<file path="config.mk">
export PLATFORM = sky130hd
export DESIGN_NAME = cache_mem_arbiter
export DESIGN_NICKNAME = d
export VERILOG_FILES = /design/src/rtl/cache_pkg.sv /design/src/rtl/cache_mem_arbiter.sv
export SDC_FILE = /design/constraint.sdc
export NUM_CORES = 1
export LEC_CHECK = 0
export ABC_AREA = 1
export CAP_MARGIN = 20
export CORE_AREA = 2 2 341 343
export DETAILED_ROUTE_END_ITERATION = 10
export DIE_AREA = 0 0 343 345
export HOLD_SLACK_MARGIN = 0.02
export PLACE_DENSITY = 0.3
export SETUP_SLACK_MARGIN = 0.3
export SLEW_MARGIN = 20
export SYNTH_ARGS = -nofsm -noshare
export SYNTH_HDL_FRONTEND = slang
export SYNTH_SLANG_ARGS = --single-unit
</file>
<file path="constraint.sdc">
create_clock -name clk -period 2 [get_ports clk]
set_input_delay 0.6 -clock clk [delete_from_list [all_inputs] [get_ports clk]]
set_output_delay 0.6 -clock clk [all_outputs]
set_load 0.01 [all_outputs]
</file>
<file path="src/rtl/cache_pkg.sv">
// Shared definitions for the I/D cache to memory arbiter: default widths,
// FSM state encoding and the port-select encoding used for round-robin.
package cache_pkg;

   localparam int ADDR_W_DEF = 28;
   localparam int DATA_W_DEF = 128;
   localparam int CNT_W_DEF  = 16;

   typedef enum logic [1:0] {
      ST_IDLE  = 2'd0,
      ST_GNT_I = 2'd1,
      ST_GNT_D = 2'd2
   } arb_state_t;

   typedef enum logic {
      SEL_I = 1'b0,
      SEL_D = 1'b1
   } port_sel_t;

endpackage

</file>
<file path="src/rtl/cache_mem_arbiter.sv">
// Two-port (I-cache / D-cache) arbiter onto one shared block memory port.
// Round-robin on simultaneous requests; memory port muxed combinationally from state.
module cache_mem_arbiter
   import cache_pkg::*;
#(
   parameter int ADDR_W = ADDR_W_DEF,
   parameter int DATA_W = DATA_W_DEF,
   parameter int CNT_W  = CNT_W_DEF
) (
   input  logic              clk,
   input  logic              proc_reset,
   input  logic              i_read,
   input  logic              i_write,
   input  logic [ADDR_W-1:0] i_addr,
   input  logic [DATA_W-1:0] i_wdata,
   output logic              i_ready,
   output logic [DATA_W-1:0] i_rdata,
   input  logic              d_read,
   input  logic              d_write,
   input  logic [ADDR_W-1:0] d_addr,
   input  logic [DATA_W-1:0] d_wdata,
   output logic              d_ready,
   output logic [DATA_W-1:0] d_rdata,
   output logic              mem_read,
   output logic              mem_write,
   output logic [ADDR_W-1:0] mem_addr,
   output logic [DATA_W-1:0] mem_wdata,
   input  logic [DATA_W-1:0] mem_rdata,
   input  logic              mem_ready,
   output logic              busy,
   output logic [CNT_W-1:0]  conflict_cnt
);

   arb_state_t       r_state;
   arb_state_t       w_state_nxt;
   port_sel_t        r_last_gnt;
   port_sel_t        w_last_gnt_nxt;
   logic [CNT_W-1:0] r_conflict_cnt;
   logic             w_req_i;
   logic             w_req_d;
   logic             w_conflict;

   function automatic logic [CNT_W-1:0] sat_inc(input logic [CNT_W-1:0] v);
      return (&v) ? v : v + 1'b1;
   endfunction

   assign w_req_i = i_read | i_write;
   assign w_req_d = d_read | d_write;

   always_ff @(posedge clk or posedge proc_reset) begin
      if (proc_reset) begin
         r_state        <= ST_IDLE;
         r_last_gnt     <= SEL_I;
         r_conflict_cnt <= '0;
      end else begin
         r_state    <= w_state_nxt;
         r_last_gnt <= w_last_gnt_nxt;
         if (w_conflict)
            r_conflict_cnt <= sat_inc(r_conflict_cnt);
      end
   end

   // last_gnt only moves on a completed transfer, so a withdrawn request keeps its turn.
   always_comb begin
      w_state_nxt    = r_state;
      w_last_gnt_nxt = r_last_gnt;
      w_conflict     = 1'b0;
      case (r_state)
         ST_IDLE: begin
            if (w_req_i && w_req_d) begin
               w_conflict  = 1'b1;
               w_state_nxt = (r_last_gnt == SEL_I) ? ST_GNT_D : ST_GNT_I;
            end else if (w_req_i) begin
               w_state_nxt = ST_GNT_I;
            end else if (w_req_d) begin
               w_state_nxt = ST_GNT_D;
            end
         end
         ST_GNT_I: begin
            if (mem_ready) begin
               w_state_nxt    = ST_IDLE;
               w_last_gnt_nxt = SEL_I;
            end else if (!w_req_i) begin
               w_state_nxt = ST_IDLE;
            end
         end
         ST_GNT_D: begin
            if (mem_ready) begin
               w_state_nxt    = ST_IDLE;
               w_last_gnt_nxt = SEL_D;
            end else if (!w_req_d) begin
               w_state_nxt = ST_IDLE;
            end
         end
         default: w_state_nxt = ST_IDLE;
      endcase
   end

   always_comb begin
      mem_read  = 1'b0;
      mem_write = 1'b0;
      mem_addr  = '0;
      mem_wdata = '0;
      i_ready   = 1'b0;
      i_rdata   = '0;
      d_ready   = 1'b0;
      d_rdata   = '0;
      case (r_state)
         ST_GNT_I: begin
            mem_read  = i_read;
            mem_write = i_write;
            mem_addr  = i_addr;
            mem_wdata = i_wdata;
            i_ready   = mem_ready;
            i_rdata   = mem_rdata;
         end
         ST_GNT_D: begin
            mem_read  = d_read;
            mem_write = d_write;
            mem_addr  = d_addr;
            mem_wdata = d_wdata;
            d_ready   = mem_ready;
            d_rdata   = mem_rdata;
         end
         default: ;
      endcase
   end

   assign busy         = (r_state != ST_IDLE);
   assign conflict_cnt = r_conflict_cnt;

endmodule

</file>
### Yosys cells after proc, flatten, opt, wreduce, memory -nomap -nowiden

Index checks and enable logic that the tools add are counted.

| word-level totals | value |
|---|---|
| input port bits | 447 |
| register bits after elaboration | 19 |
| output and inout port bits | 433 |

| cells by class | value |
|---|---|
| equality and inequality tests | 7 |
| mux-type cells | 22 |
| reductions and logical operators | 8 |
| bitwise gates (word level) | 3 |
| add/subtract/negate cells | 1 |

Operators with widths:

| cell | count |
|---|---|
| $mux 128 | 2 |
| $pmux 128 s2 | 1 |
| $pmux 28 s2 | 1 |
| $add 16x1->16 const B | 1 |
| $mux 2 | 8 |
| $reduce_and 16->1 | 1 |
| $mux 1 | 6 |
| $ne 3x3->1 const B | 2 |
| $pmux 1 s2 | 3 |
| $pmux 2 s3 | 1 |
| $reduce_and 3->1 | 2 |
| $ne 2x2->1 const B | 2 |
| $ne 4x4->1 const B | 1 |
| $reduce_bool 2->1 | 2 |
| $eq 2x1->1 const B | 1 |
| $eq 2x2->1 const B | 1 |
| $logic_not 2->1 | 1 |
| $or 1x1->1 | 2 |
| $reduce_and 2->1 | 1 |
| $logic_and 1x1->1 | 1 |
| $not 1->1 | 1 |

### Logic depth before layout (Yosys ltp)

Gate-level depths: netlist (run 1).

| logic depth | value |
|---|---|
| depth after elaboration | 5 |
| mapped depth | 10 |

### Worst setup path after synthesis (run 1)

Ideal clock, no wire load.

| path | value |
|---|---|
| kind | reg-to-output |
| from | register r_state[0] |
| to | output mem_wdata[28] |
| data arrival time | 1435 ps |
| stages on the path, launching flop included | 7 |
| data required time | 1400 ps |
| slack | -35 ps |
| cells stage by stage | dfrtp_1 -> inv_1 -> ha_1 -> clkinv_1 -> clkbuf_1 -> buf_1 -> a21oi_1 |

| between the ends | value |
|---|---|
| longest elaborated chain between the ends | 2 |
| elaborated cells between the ends (all ways) | 3 |

RTL lines:

| item | RTL line | RTL |
|---|---|---|
| start, declared | cache_mem_arbiter.sv:34 | `arb_state_t r_state;` |
| start signal, assigned | cache_mem_arbiter.sv:56 | `r_state <= w_state_nxt;` |
| $eq 2x2->1 / $eq 2x1->1 (equally long branches) | cache_mem_arbiter.sv:108 | `case (r_state)` |
| $pmux 128 s2 (*) | cache_mem_arbiter.sv:108 |  |
| end, declared | cache_mem_arbiter.sv:27 | `output logic [DATA_W-1:0] mem_wdata,` |

Mark *: on every way between the ends. The rest lies on a longest branch, timed or not.

### Final worst setup path (run 1)

| path | value |
|---|---|
| from | register r_state[1] |
| to | output mem_addr[14] |

| between the ends | value |
|---|---|
| longest elaborated chain between the ends | 2 |
| elaborated cells between the ends (all ways) | 3 |

RTL lines:

| item | RTL line | RTL |
|---|---|---|
| $eq 2x2->1 / $eq 2x1->1 (equally long branches) | cache_mem_arbiter.sv:108 |  |
| $pmux 28 s2 (*) | cache_mem_arbiter.sv:108 |  |
| end, declared | cache_mem_arbiter.sv:26 | `output logic [ADDR_W-1:0] mem_addr,` |

Marked as above.

==> impl_metrics.py, run 1 <==
metrics = {
    "finish": {
        "layout.area.seq_sq_um": 475,
        "fin_nets": 2746,
        "multi_input_comb_area_sq_um": 5030,
        "layout-area-overhead-vs-synth_pct": 277,
        "drive_above_1_share_pct": 34.5,
        "postLayoutCellArea_sq_um": 20600,
        "layout.filler_cells": 13247,
    },
    "critical_path": {
        "cp-endpoint": "mem_addr[14]",
        "rrSetupSlack_ns": 0.16,
        "worstPathMaxFanout": 6,
        "cp-start-kind": "register",
        "worstSetupPathType": "register to primary output",
        "timing.critical_path.to_type": "primary output",
        "worst_r2r_path_depth": 12,
        "startpoint": "r_state[1]$_DFFE_PP0P_",
        "critical_path_required_ns": 1.40,
        "arrival_ns": 2.06,
        "r2r_start": "r_state[0]$_DFFE_PP0P_",
        "r2r_end": "r_state[0]$_DFFE_PP0P_",
    },
    "synth": {
        "synth_top_cell_area_share_pct": 44.4,
        "synth_fp_nets": 1700,
        "synth-seq-area-share_pct": 8.69,
        "synth_warnings": 0,
        "count_of_state_elements_after_synthesis": 19,
        "synthDominantAreaCellType": "sky130_fd_sc_hd__nand2_1",
        "synthDistinctLibCells": 21,
        "mappedNetlistArea_sq_um": 5470,
        "synthesis.instances": 1249,
        "average_cell_area_after_synthesis_sq_um": 4.38,
        "synth_top_cells_by_area": "sky130_fd_sc_hd__nand2_1 44%, sky130_fd_sc_hd__inv_1 19%, sky130_fd_sc_hd__a21oi_1 15%",
    },
    "sta": {
        "timing_hold_violations_final": 0,
        "post-route-min-period_ns": 2.66,
        "slew_headroom_pct": 79.1,
        "fmaxAchievable_ghz": 0.376,
        "hold-worst-slack_ns": 0.572,
        "setup_total_negative_slack_ns": -188.51,
        "timing_max_transition_violations_final": 0,
        "rsz0062_at_grt": "true",
        "final-setup-viol-count": 418,
        "layout_setup_ws_ns": -0.657,
        "worst_pin_slew_ns": 0.313,
        "clock-skew-final_ns": 0.00116,
        "layout_worst_path_cycle_share_pct": 133,
    },
    "clock_network": {
        "worst_skew_pair.late_latency_ns": 0.26,
        "cts.path.max_buffers": 2,
        "cts_made_buffers": 3,
        "htree_levels": 1,
        "clkSlewWorstSetupHoldPaths_ns": 0.06,
        "numClockSinks": 19,
        "tritoncts_clock_tree": "yes",
        "ctsRootBufferMaster": "sky130_fd_sc_hd__clkbuf_16",
    },
    "route": {
        "route.vias.total": 11354,
        "drt-vias-per-instance": 2.97,
        "detailed_router_iteration_count_before_antenna_repair": 5,
        "drt_iter0_drc": 475,
        "routed_wirelength_microns": 83300,
        "final_antenna_net_count": 0,
        "drc": 0,
        "wl_per_cell_microns": 21.8,
    },
    "status": {
        "outcome": "complete, but fails checks",
        "failing_checks": "setup timing",
    },
    "run": {
        "maxCapViolCount": 0,
    },
    "floorplan": {
        "fp.dieArea_sq_um": 118000,
        "coreArea_sq_um": 115000,
        "placementRows": 125,
        "i_o_pins": 880,
        "fp.dieH_microns": 345,
        "start_util_pct": 4.75,
        "floorplan.die.width_microns": 343,
    },
    "grt": {
        "groute.usage.overall_pct": 12.6,
        "grt_max_degree": 38,
        "overflow": 0,
        "grt_antenna_before_repair": 14,
        "grt_first_pass_wirelength_microns": 102000,
        "first_global_vias": 11435,
    },
    "pwr": {
        "cellLeakagePower_nw": 10.7,
        "post-layout-total-power_mw": 23.1,
        "largest_voltage_drop_on_the_vdd_net_uv": 452,
        "power_density_nw_per_um2": 1120,
    },
    "hold_path": {
        "timing.hold.worst.class": "register to register",
    },
    "place": {
        "postPlaceCellArea_sq_um": 18200,
        "hpwlAfterDp_microns": 66900,
        "port_buffers": 879,
        "gpl.final_weighted_congestion": 0.848,
    },
}
[logic make-up after synthesis]
family                   share of synthesized area (%)
AND/OR/NAND/NOR                                   47.5
buffers and inverters                             26.2
AO/OA/AOI/OAI                                     15.6
flip-flops                                        8.69
XOR/XNOR                                         0.961
adder cells (fa/ha/maj)                          0.915
[placed cells by master, fill, tap and decap left out, types with 39 or more instances in the layout]
cell type	n
sky130_fd_sc_hd__nand2_1	570
sky130_fd_sc_hd__clkdlybuf4s50_1	550
sky130_fd_sc_hd__inv_1	217
sky130_fd_sc_hd__buf_4	136
sky130_fd_sc_hd__buf_6	90
sky130_fd_sc_hd__a21oi_2	77
sky130_fd_sc_hd__dlymetal6s2s_1	76
sky130_fd_sc_hd__a21oi_4	71
sky130_fd_sc_hd__clkbuf_2	67
sky130_fd_sc_hd__inv_2	64
sky130_fd_sc_hd__buf_12	57
sky130_fd_sc_hd__nand2_2	51
sky130_fd_sc_hd__buf_2	45
sky130_fd_sc_hd__clkdlybuf4s15_2	39
[layer usage]
| layer | vias to the layer above | share of wire, % | GRT usage [%] | wire (microns) |
|---|---|---|---|---|
| li1 | 5714 | - | - | - |
| met1 | 5120 | 42 | 15.3 | 35100 |
| met2 | 469 | 46 | 21.1 | 38200 |
| met3 | 35 | 11 | 5.78 | 9540 |
| met4 | 16 | 0.54 | 1.03 | 452 |
| met5 | - | 0.12 | 0 | 100 |
[through the flow]
stage	util (%)	instances	setup WS, ns
after detailed placement	15.8	3692	-0.908
after global routing	17.9	3820	-0.736
after floorplan	-	1249	0.150
after CTS	16.5	3727	-0.892
after global placement	15.8	3692	-0.946
final	17.9	3822	-0.657
[Yosys cell counts]
| library cell | number |
|---|---|
| sky130_fd_sc_hd__nand4_1 | 6 |
| sky130_fd_sc_hd__nand3_1 | 7 |
| sky130_fd_sc_hd__buf_6 | 1 |
| sky130_fd_sc_hd__inv_1 | 281 |
| sky130_fd_sc_hd__xnor2_1 | 1 |
| sky130_fd_sc_hd__or2_2 | 1 |
| sky130_fd_sc_hd__dfrtp_1 | 19 |
| sky130_fd_sc_hd__o21ai_1 | 6 |
| sky130_fd_sc_hd__nor2_1 | 20 |
| sky130_fd_sc_hd__clkinv_1 | 1 |
| sky130_fd_sc_hd__clkinv_4 | 1 |
| sky130_fd_sc_hd__a21oi_1 | 159 |
| sky130_fd_sc_hd__buf_2 | 39 |
| sky130_fd_sc_hd__nand2_1 | 647 |
| sky130_fd_sc_hd__xor2_1 | 5 |
| sky130_fd_sc_hd__clkbuf_1 | 35 |
| sky130_fd_sc_hd__nand2_2 | 1 |
| sky130_fd_sc_hd__o21ai_0 | 6 |
| sky130_fd_sc_hd__ha_1 | 4 |
| sky130_fd_sc_hd__nor2_4 | 1 |
| sky130_fd_sc_hd__buf_1 | 8 |
[cell type report]
class | count | area share [%]
tap | 1524 | 9.26
inverter | 283 | 5.24
multi-input combinational | 864 | 24.4
antenna | 4 | 0.0486
clock buffer | 4 | 0.383
sequential | 19 | 2.31
timing repair inverter | 1 | 0.0790
timing repair buffer | 1123 | 58.3
[where the power goes]
part           leakage [nW]  internal, mW  switching (mW)
sequential            0.249         0.482           0.137
combinational          10.4          10.8            11.3
clock                0.0382         0.272           0.161
[sequential cells by signal, indices dropped and copies added, names as in the netlist]
signal,flops
conflict_cnt,16
r_state,2
r_last_gnt,1
[repair_timing]
item | CTS | global route
gates cloned | 11 | 25
setup endpoints to repair | 451 | 451
gates resized for setup | 396 | 720
pin swaps | 8 | 20
buffers inserted | 20 | 66
hold buffers | 0 | 0
[worst max-delay path: stages, from the launching register on]
cell                        delay [ns]
sky130_fd_sc_hd__dfrtp_1          0.36
sky130_fd_sc_hd__inv_2            0.06
sky130_fd_sc_hd__buf_6            0.11
sky130_fd_sc_hd__ha_4             0.31
sky130_fd_sc_hd__clkinv_8         0.09
sky130_fd_sc_hd__buf_4            0.15
sky130_fd_sc_hd__buf_6            0.11
sky130_fd_sc_hd__clkbuf_16        0.14
sky130_fd_sc_hd__buf_4            0.13
sky130_fd_sc_hd__a21oi_4          0.18
sky130_fd_sc_hd__buf_6            0.13
[how the worst min path moves through the flow]
stage | start | to | slack (ns) | depth (start not counted)
finish | conflict_cnt[15]$_DFFE_PP0P_ | conflict_cnt[15]$_DFFE_PP0P_ | 0.57 | 2
global route | conflict_cnt[15]$_DFFE_PP0P_ | conflict_cnt[15]$_DFFE_PP0P_ | 0.63 | 2
CTS | conflict_cnt[15]$_DFFE_PP0P_ | conflict_cnt[15]$_DFFE_PP0P_ | 0.59 | 2
detailed placement | conflict_cnt[15]$_DFFE_PP0P_ | conflict_cnt[15]$_DFFE_PP0P_ | 0.57 | 2
global placement | conflict_cnt[15]$_DFFE_PP0P_ | conflict_cnt[15]$_DFFE_PP0P_ | 0.57 | 2
floorplan | r_state[1]$_DFFE_PP0P_ | r_state[1]$_DFFE_PP0P_ | 0.48 | 2
Power figures use the tool's default switching activity.
==> run 2, diff against run 1 <==
CELL_PAD_IN_SITES_DETAIL_PLACEMENT = 1   (was default)
CELL_PAD_IN_SITES_GLOBAL_PLACEMENT = 1   (was default)
CORE_AREA = 2 2 347 349   (was 2 2 341 343)
DIE_AREA = 0 0 349 351   (was 0 0 343 345)
PLACE_DENSITY = 0.38   (was 0.3)
==> impl_metrics.py, run 2 (synthesized netlist as in run 1, its figures left out) <==
metrics = {
    "floorplan": {
        "i_o_pins": 880,
        "fp.dieArea_sq_um": 122000,
        "start_util_pct": 4.60,
        "floorplan.die.width_microns": 349,
        "placementRows": 127,
        "coreArea_sq_um": 119000,
        "fp.dieH_microns": 351,
    },
    "pwr": {
        "power_density_nw_per_um2": 1080,
        "largest_voltage_drop_on_the_vdd_net_uv": 500,
        "post-layout-total-power_mw": 21.7,
        "cellLeakagePower_nw": 10.1,
    },
    "hold_path": {
        "hold_path_depth": 2,
        "timing.hold.worst.class": "register to register",
    },
    "sta": {
        "post-route-min-period_ns": 2.71,
        "rsz0062_at_grt": "true",
        "worst_pin_slew_ns": 0.419,
        "timing_hold_violations_final": 0,
        "slew_headroom_pct": 72.0,
        "layout_worst_path_cycle_share_pct": 135,
        "clock-skew-final_ns": 0.00307,
        "layout_setup_ws_ns": -0.708,
        "fmaxAchievable_ghz": 0.369,
        "timing_max_transition_violations_final": 0,
        "hold-worst-slack_ns": 0.554,
        "final-setup-viol-count": 418,
    },
    "clock_network": {
        "numClockSinks": 19,
        "worst_skew_pair.late_latency_ns": 0.26,
        "cts_made_buffers": 3,
        "clkSlewWorstSetupHoldPaths_ns": 0.06,
        "tritoncts_clock_tree": "yes",
        "cts_hold_repair.buffers": 0,
        "htree_levels": 1,
        "cts.path.max_buffers": 2,
        "ctsRootBufferMaster": "sky130_fd_sc_hd__clkbuf_16",
    },
    "grt": {
        "first_global_vias": 12106,
        "overflow": 0,
        "grt_max_degree": 35,
        "grt_antenna_before_repair": 14,
        "groute.usage.overall_pct": 12.0,
        "grt_first_pass_wirelength_microns": 102000,
    },
    "run": {
        "maxCapViolCount": 0,
    },
    "status": {
        "failing_checks": "setup timing",
        "outcome": "complete, but fails checks",
    },
    "finish": {
        "finish.cell_count_without_fillers": 3840,
        "fin_nets": 2739,
        "largest_register_ffs": 16,
        "postLayoutCellArea_sq_um": 20200,
        "layout-area-overhead-vs-synth_pct": 269,
        "most-common-layout-cells": "578 x sky130_fd_sc_hd__nand2_1, 524 x sky130_fd_sc_hd__clkdlybuf4s50_1, 223 x sky130_fd_sc_hd__inv_1",
        "drive_above_1_share_pct": 31.7,
        "layout.area.seq_sq_um": 475,
        "layout.filler_cells": 14379,
        "multi_input_comb_area_sq_um": 5060,
        "final_common_cell": "sky130_fd_sc_hd__nand2_1",
    },
    "place": {
        "gpl.final_weighted_congestion": 0.789,
        "postPlaceCellArea_sq_um": 18200,
        "port_buffers": 879,
        "hpwlAfterDp_microns": 64800,
        "dp_slack_ns": -1.08,
        "dpl.cell_count": 3714,
    },
    "critical_path": {
        "cp-start-kind": "register",
        "worstPathMaxFanout": 5,
        "worst_r2r_path_depth": 12,
        "timing.critical_path.to_type": "primary output",
        "critical_path_required_ns": 1.40,
        "worstSetupPathType": "register to primary output",
        "arrival_ns": 2.11,
    },
    "route": {
        "drt-vias-per-instance": 2.97,
        "wl_per_cell_microns": 20.4,
        "drt_iter0_drc": 381,
        "detailed_router_iteration_count_before_antenna_repair": 5,
        "route.vias.total": 11402,
        "routed_wirelength_microns": 78400,
        "drc": 0,
        "final_antenna_net_count": 0,
    },
}
[run 2: path summary, 6_finish.rpt]
path | startpoint | end | slack [ns]
max | r_state[0]$_DFFE_PP0P_ | mem_wdata[34] | -0.71
min | r_last_gnt$_DFFE_PP0P_ | r_last_gnt$_DFFE_PP0P_ | 0.55
max reg2reg | r_state[0]$_DFFE_PP0P_ | r_state[1]$_DFFE_PP0P_ | 0.13
min reg2reg | r_last_gnt$_DFFE_PP0P_ | r_last_gnt$_DFFE_PP0P_ | 0.55
max in group asynchronous | proc_reset | conflict_cnt[12]$_DFFE_PP0P_ | 1.09
min in group asynchronous | proc_reset | conflict_cnt[14]$_DFFE_PP0P_ | 0.68
[run 2: timing repair]
action / in CTS / in global routing
setup endpoints to repair: 451 / 451
setup buffers: 49 / 46
pin swaps: 42 / 25
gates cloned: 16 / 6
resized for setup: 751 / 384
[run 2: per-layer routing]
| layer | GRT usage, % | vias to the layer above | share of wire (%) | routed length (microns) |
|---|---|---|---|---|
| li1 | - | 5695 | - | - |
| met1 | 14.6 | 5211 | 43 | 33500 |
| met2 | 20.7 | 449 | 48 | 37800 |
| met3 | 3.94 | 41 | 7.8 | 6150 |
| met4 | 1.53 | 6 | 1.1 | 863 |
| met5 | 0.275 | - | 0.096 | 75 |
[run 2: worst max-delay path: stages (launching register included)]
cell and delay (ns):
sky130_fd_sc_hd__dfrtp_1 0.40, sky130_fd_sc_hd__buf_6 0.13, sky130_fd_sc_hd__ha_4 0.19, sky130_fd_sc_hd__buf_12 0.14, sky130_fd_sc_hd__buf_16 0.14, sky130_fd_sc_hd__buf_12 0.14, sky130_fd_sc_hd__buf_6 0.11, sky130_fd_sc_hd__buf_6 0.10
sky130_fd_sc_hd__buf_6 0.10, sky130_fd_sc_hd__buf_6 0.10, sky130_fd_sc_hd__nand2_4 0.05, sky130_fd_sc_hd__a21oi_4 0.07, sky130_fd_sc_hd__buf_6 0.14
[run 2: power by group]
| part | internal, mW | switching, mW | total, mW |
|---|---|---|---|
| Combinational | 9.87 | 10.8 | 20.7 |
| Clock | 0.270 | 0.171 | 0.441 |
| Sequential | 0.482 | 0.132 | 0.614 |
| Total | 10.6 | 11.1 | 21.7 |
[run 2: final cells by class]
class,count,area share (%)
Timing Repair Buffer,1117,57.1
Multi-Input combinational cell,864,25.1
Tap cell,1548,9.61
Inverter,283,5.39
Sequential cell,19,2.36
Clock buffer,3,0.372
Antenna cell,5,0.0621
Clock inverter,1,0.0248
[run 2: metrics by stage]
step / utilization (%) / setup TNS (ns)
after floorplan: - / 0
after global placement: 15.3 / -216.48
final: 16.9 / -203.07
after CTS: 16.4 / -248.55
after global routing: 16.9 / -243.97
after detailed placement: 15.3 / -216.23
==> run 3, diff against run 2 <==
CORE_AREA = 2 2 341 343   (was 2 2 347 349)
DIE_AREA = 0 0 343 345   (was 0 0 349 351)
clock period = 2.65 ns   (was 2 ns; I/O delays follow)
==> impl_metrics.py, run 3 (synthesized netlist as in run 1, its figures left out) <==
metrics = {
    "sta": {
        "slew_headroom_pct": 70.3,
        "layout_worst_path_cycle_share_pct": 107,
        "timing_hold_violations_final": 0,
        "timing_max_transition_violations_final": 0,
        "final-setup-viol-count": 246,
        "hold-worst-slack_ns": 0.569,
        "rsz0062_at_grt": "true",
        "layout_setup_ws_ns": -0.192,
        "post-route-min-period_ns": 2.84,
        "clock-skew-final_ns": 0.00221,
        "fmaxAchievable_ghz": 0.352,
        "setup_total_negative_slack_ns": -18.66,
        "worst_pin_slew_ns": 0.445,
    },
    "grt": {
        "grt_max_degree": 28,
        "overflow": 0,
        "first_global_vias": 12423,
        "grt_antenna_before_repair": 26,
        "grt_first_pass_wirelength_microns": 113000,
        "groute.usage.overall_pct": 13.8,
    },
    "route": {
        "drt-vias-per-instance": 3.14,
        "route.vias.total": 12510,
        "drc": 0,
        "wl_per_cell_microns": 22.5,
        "drt_iter0_drc": 370,
        "routed_wirelength_microns": 89600,
        "final_antenna_net_count": 0,
        "detailed_router_iteration_count_before_antenna_repair": 4,
    },
    "clock_network": {
        "tritoncts_clock_tree": "yes",
        "worst_skew_pair.late_latency_ns": 0.25,
        "clkSlewWorstSetupHoldPaths_ns": 0.06,
        "ctsRootBufferMaster": "sky130_fd_sc_hd__clkbuf_16",
        "numClockSinks": 19,
        "cts.path.max_buffers": 2,
        "cts_made_buffers": 3,
        "htree_levels": 1,
    },
    "floorplan": {
        "coreArea_sq_um": 115000,
        "fp.dieH_microns": 345,
        "i_o_pins": 880,
        "start_util_pct": 4.75,
        "placementRows": 125,
        "floorplan.die.width_microns": 343,
        "fp.dieArea_sq_um": 118000,
    },
    "finish": {
        "final_common_cell": "sky130_fd_sc_hd__clkdlybuf4s50_1",
        "drive_above_1_share_pct": 56.1,
        "fin_nets": 2901,
        "layout-area-overhead-vs-synth_pct": 328,
        "postLayoutCellArea_sq_um": 23400,
        "most-common-layout-cells": "458 x sky130_fd_sc_hd__clkdlybuf4s50_1, 356 x sky130_fd_sc_hd__nand2_1, 339 x sky130_fd_sc_hd__buf_6",
        "largest_register_ffs": 16,
    },
    "critical_path": {
        "cp_cell_sequence": "inv_2 -> ha_4 -> buf_12 -> clkbuf_16 -> bufbuf_16 -> buf_4 -> nand2_1 -> a21oi_2 -> buf_6",
        "critPathTopFamily": "buffers and inverters",
        "cp-start-kind": "register",
        "worstPathMaxFanout": 7,
        "startpoint": "r_state[1]$_DFFE_PP0P_",
        "critical_path_required_ns": 1.86,
        "cpMaxStageDelayCell": "sky130_fd_sc_hd__dfrtp_1",
        "worstSetupPathType": "register to primary output",
        "timing.critical_path.to_type": "primary output",
        "arrival_ns": 2.05,
        "worst_path_largest_cell_delay_ns": 0.41,
        "r2r_start": "r_state[0]$_DFFE_PP0P_",
        "critical_path.n_buffers_inverters": 6,
    },
    "hold_path": {
        "worstHoldStart": "conflict_cnt[1]$_DFFE_PP0P_",
        "timing.hold.worst.class": "register to register",
    },
    "place": {
        "postPlaceCellArea_sq_um": 17500,
        "dp_slack_ns": -0.671,
        "hpwlAfterDp_microns": 71500,
        "port_buffers": 879,
        "gpl.final_weighted_congestion": 0.854,
    },
    "run": {
        "maxCapViolCount": 0,
    },
    "status": {
        "failing_checks": "setup timing",
        "outcome": "complete, but fails checks",
    },
    "pwr": {
        "cellLeakagePower_nw": 11.8,
        "largest_voltage_drop_on_the_vdd_net_uv": 326,
        "power_density_nw_per_um2": 872,
    },
}
[run 3: cell count changes in the layout (fill, tap and decap cells not counted), moves of 26 or more]
cell / before / now
sky130_fd_sc_hd__clkbuf_2: 35 / 61
sky130_fd_sc_hd__buf_4: 144 / 171
sky130_fd_sc_hd__buf_6: 98 / 339
sky130_fd_sc_hd__nand2_1: 578 / 356
sky130_fd_sc_hd__a21oi_4: 80 / 48
sky130_fd_sc_hd__nand2_2: 49 / 161
sky130_fd_sc_hd__inv_2: 57 / 117
sky130_fd_sc_hd__buf_12: 54 / 84
sky130_fd_sc_hd__inv_1: 223 / 162
sky130_fd_sc_hd__nand2_4: 20 / 130
sky130_fd_sc_hd__clkdlybuf4s50_1: 524 / 458
sky130_fd_sc_hd__dlygate4sd2_1: 145 / 6
[run 3: worst register-to-register path, cell delays in order, from the launching register on]
cell                      delay, ns
sky130_fd_sc_hd__dfrtp_1       0.40
sky130_fd_sc_hd__buf_6         0.13
sky130_fd_sc_hd__ha_4          0.20
sky130_fd_sc_hd__buf_12        0.16
sky130_fd_sc_hd__buf_8         0.13
sky130_fd_sc_hd__buf_16        0.14
sky130_fd_sc_hd__buf_6         0.12
sky130_fd_sc_hd__buf_6         0.11
sky130_fd_sc_hd__nand2_2       0.06
sky130_fd_sc_hd__buf_4         0.10
sky130_fd_sc_hd__nand4_1       0.09
sky130_fd_sc_hd__nand2_1       0.07
sky130_fd_sc_hd__nand2_1       0.08
sky130_fd_sc_hd__nand2_1       0.07
sky130_fd_sc_hd__o21ai_0       0.08
[run 3: layout make-up]
| type | count | area, sq um |
|---|---|---|
| Clock buffer | 4 | 78.8 |
| Timing Repair Buffer | 1278 | 13900 |
| Timing Repair inverter | 1 | 11.3 |
| Multi-Input combinational cell | 864 | 5890 |
| Fill cell | 13731 | 91700 |
| Sequential cell | 19 | 475 |
| Antenna cell | 5 | 12.5 |
| Tap cell | 1524 | 1910 |
| Inverter | 283 | 1090 |
[run 3: final timing paths]
check | to | slack [ns] | cells past startpoint
max | mem_wdata[89] | -0.19 | 9
min reg2reg | conflict_cnt[1]$_DFFE_PP0P_ | 0.57 | 2
min in group asynchronous | conflict_cnt[3]$_DFFE_PP0P_ | 0.89 | 3
max in group asynchronous | conflict_cnt[8]$_DFFE_PP0P_ | 1.53 | 3
max reg2reg | r_state[0]$_DFFE_PP0P_ | 0.58 | 14
min | conflict_cnt[1]$_DFFE_PP0P_ | 0.57 | 2
[run 3: power by group]
group / internal [mW] / switching, mW / leakage, nW
Clock: 0.205 / 0.119 / 0.0382
Combinational: 10.2 / 9.44 / 11.5
Sequential: 0.363 / 0.101 / 0.249
[run 3: through the flow]
| stage | std cells | util (%) | power (mW) |
|---|---|---|---|
| finish | 3978 | 20.3 | 20.4 |
| global route | 3973 | 20.3 | 21.6 |
| CTS | 3819 | 17.0 | 16.1 |
| detailed placement | 3712 | 15.2 | 12.7 |
| global placement | 3712 | 15.2 | 12.8 |
| floorplan | 1249 | - | 4.30 |
[run 3: metal layers]
layer / global-route usage, % / share of wire [%]
met5: 0 / 0.034
met4: 0.303 / 1.5
met3: 3.47 / 7.9
met2: 25.0 / 49
met1: 17.1 / 41
[run 3: repair_timing]
action	4_1_cts	5_1_grt
gates cloned	23	20
pin swaps	51	90
resized for setup	1072	1538
setup endpoints to repair	417	417
setup buffers	80	134
hold buffers	0	0
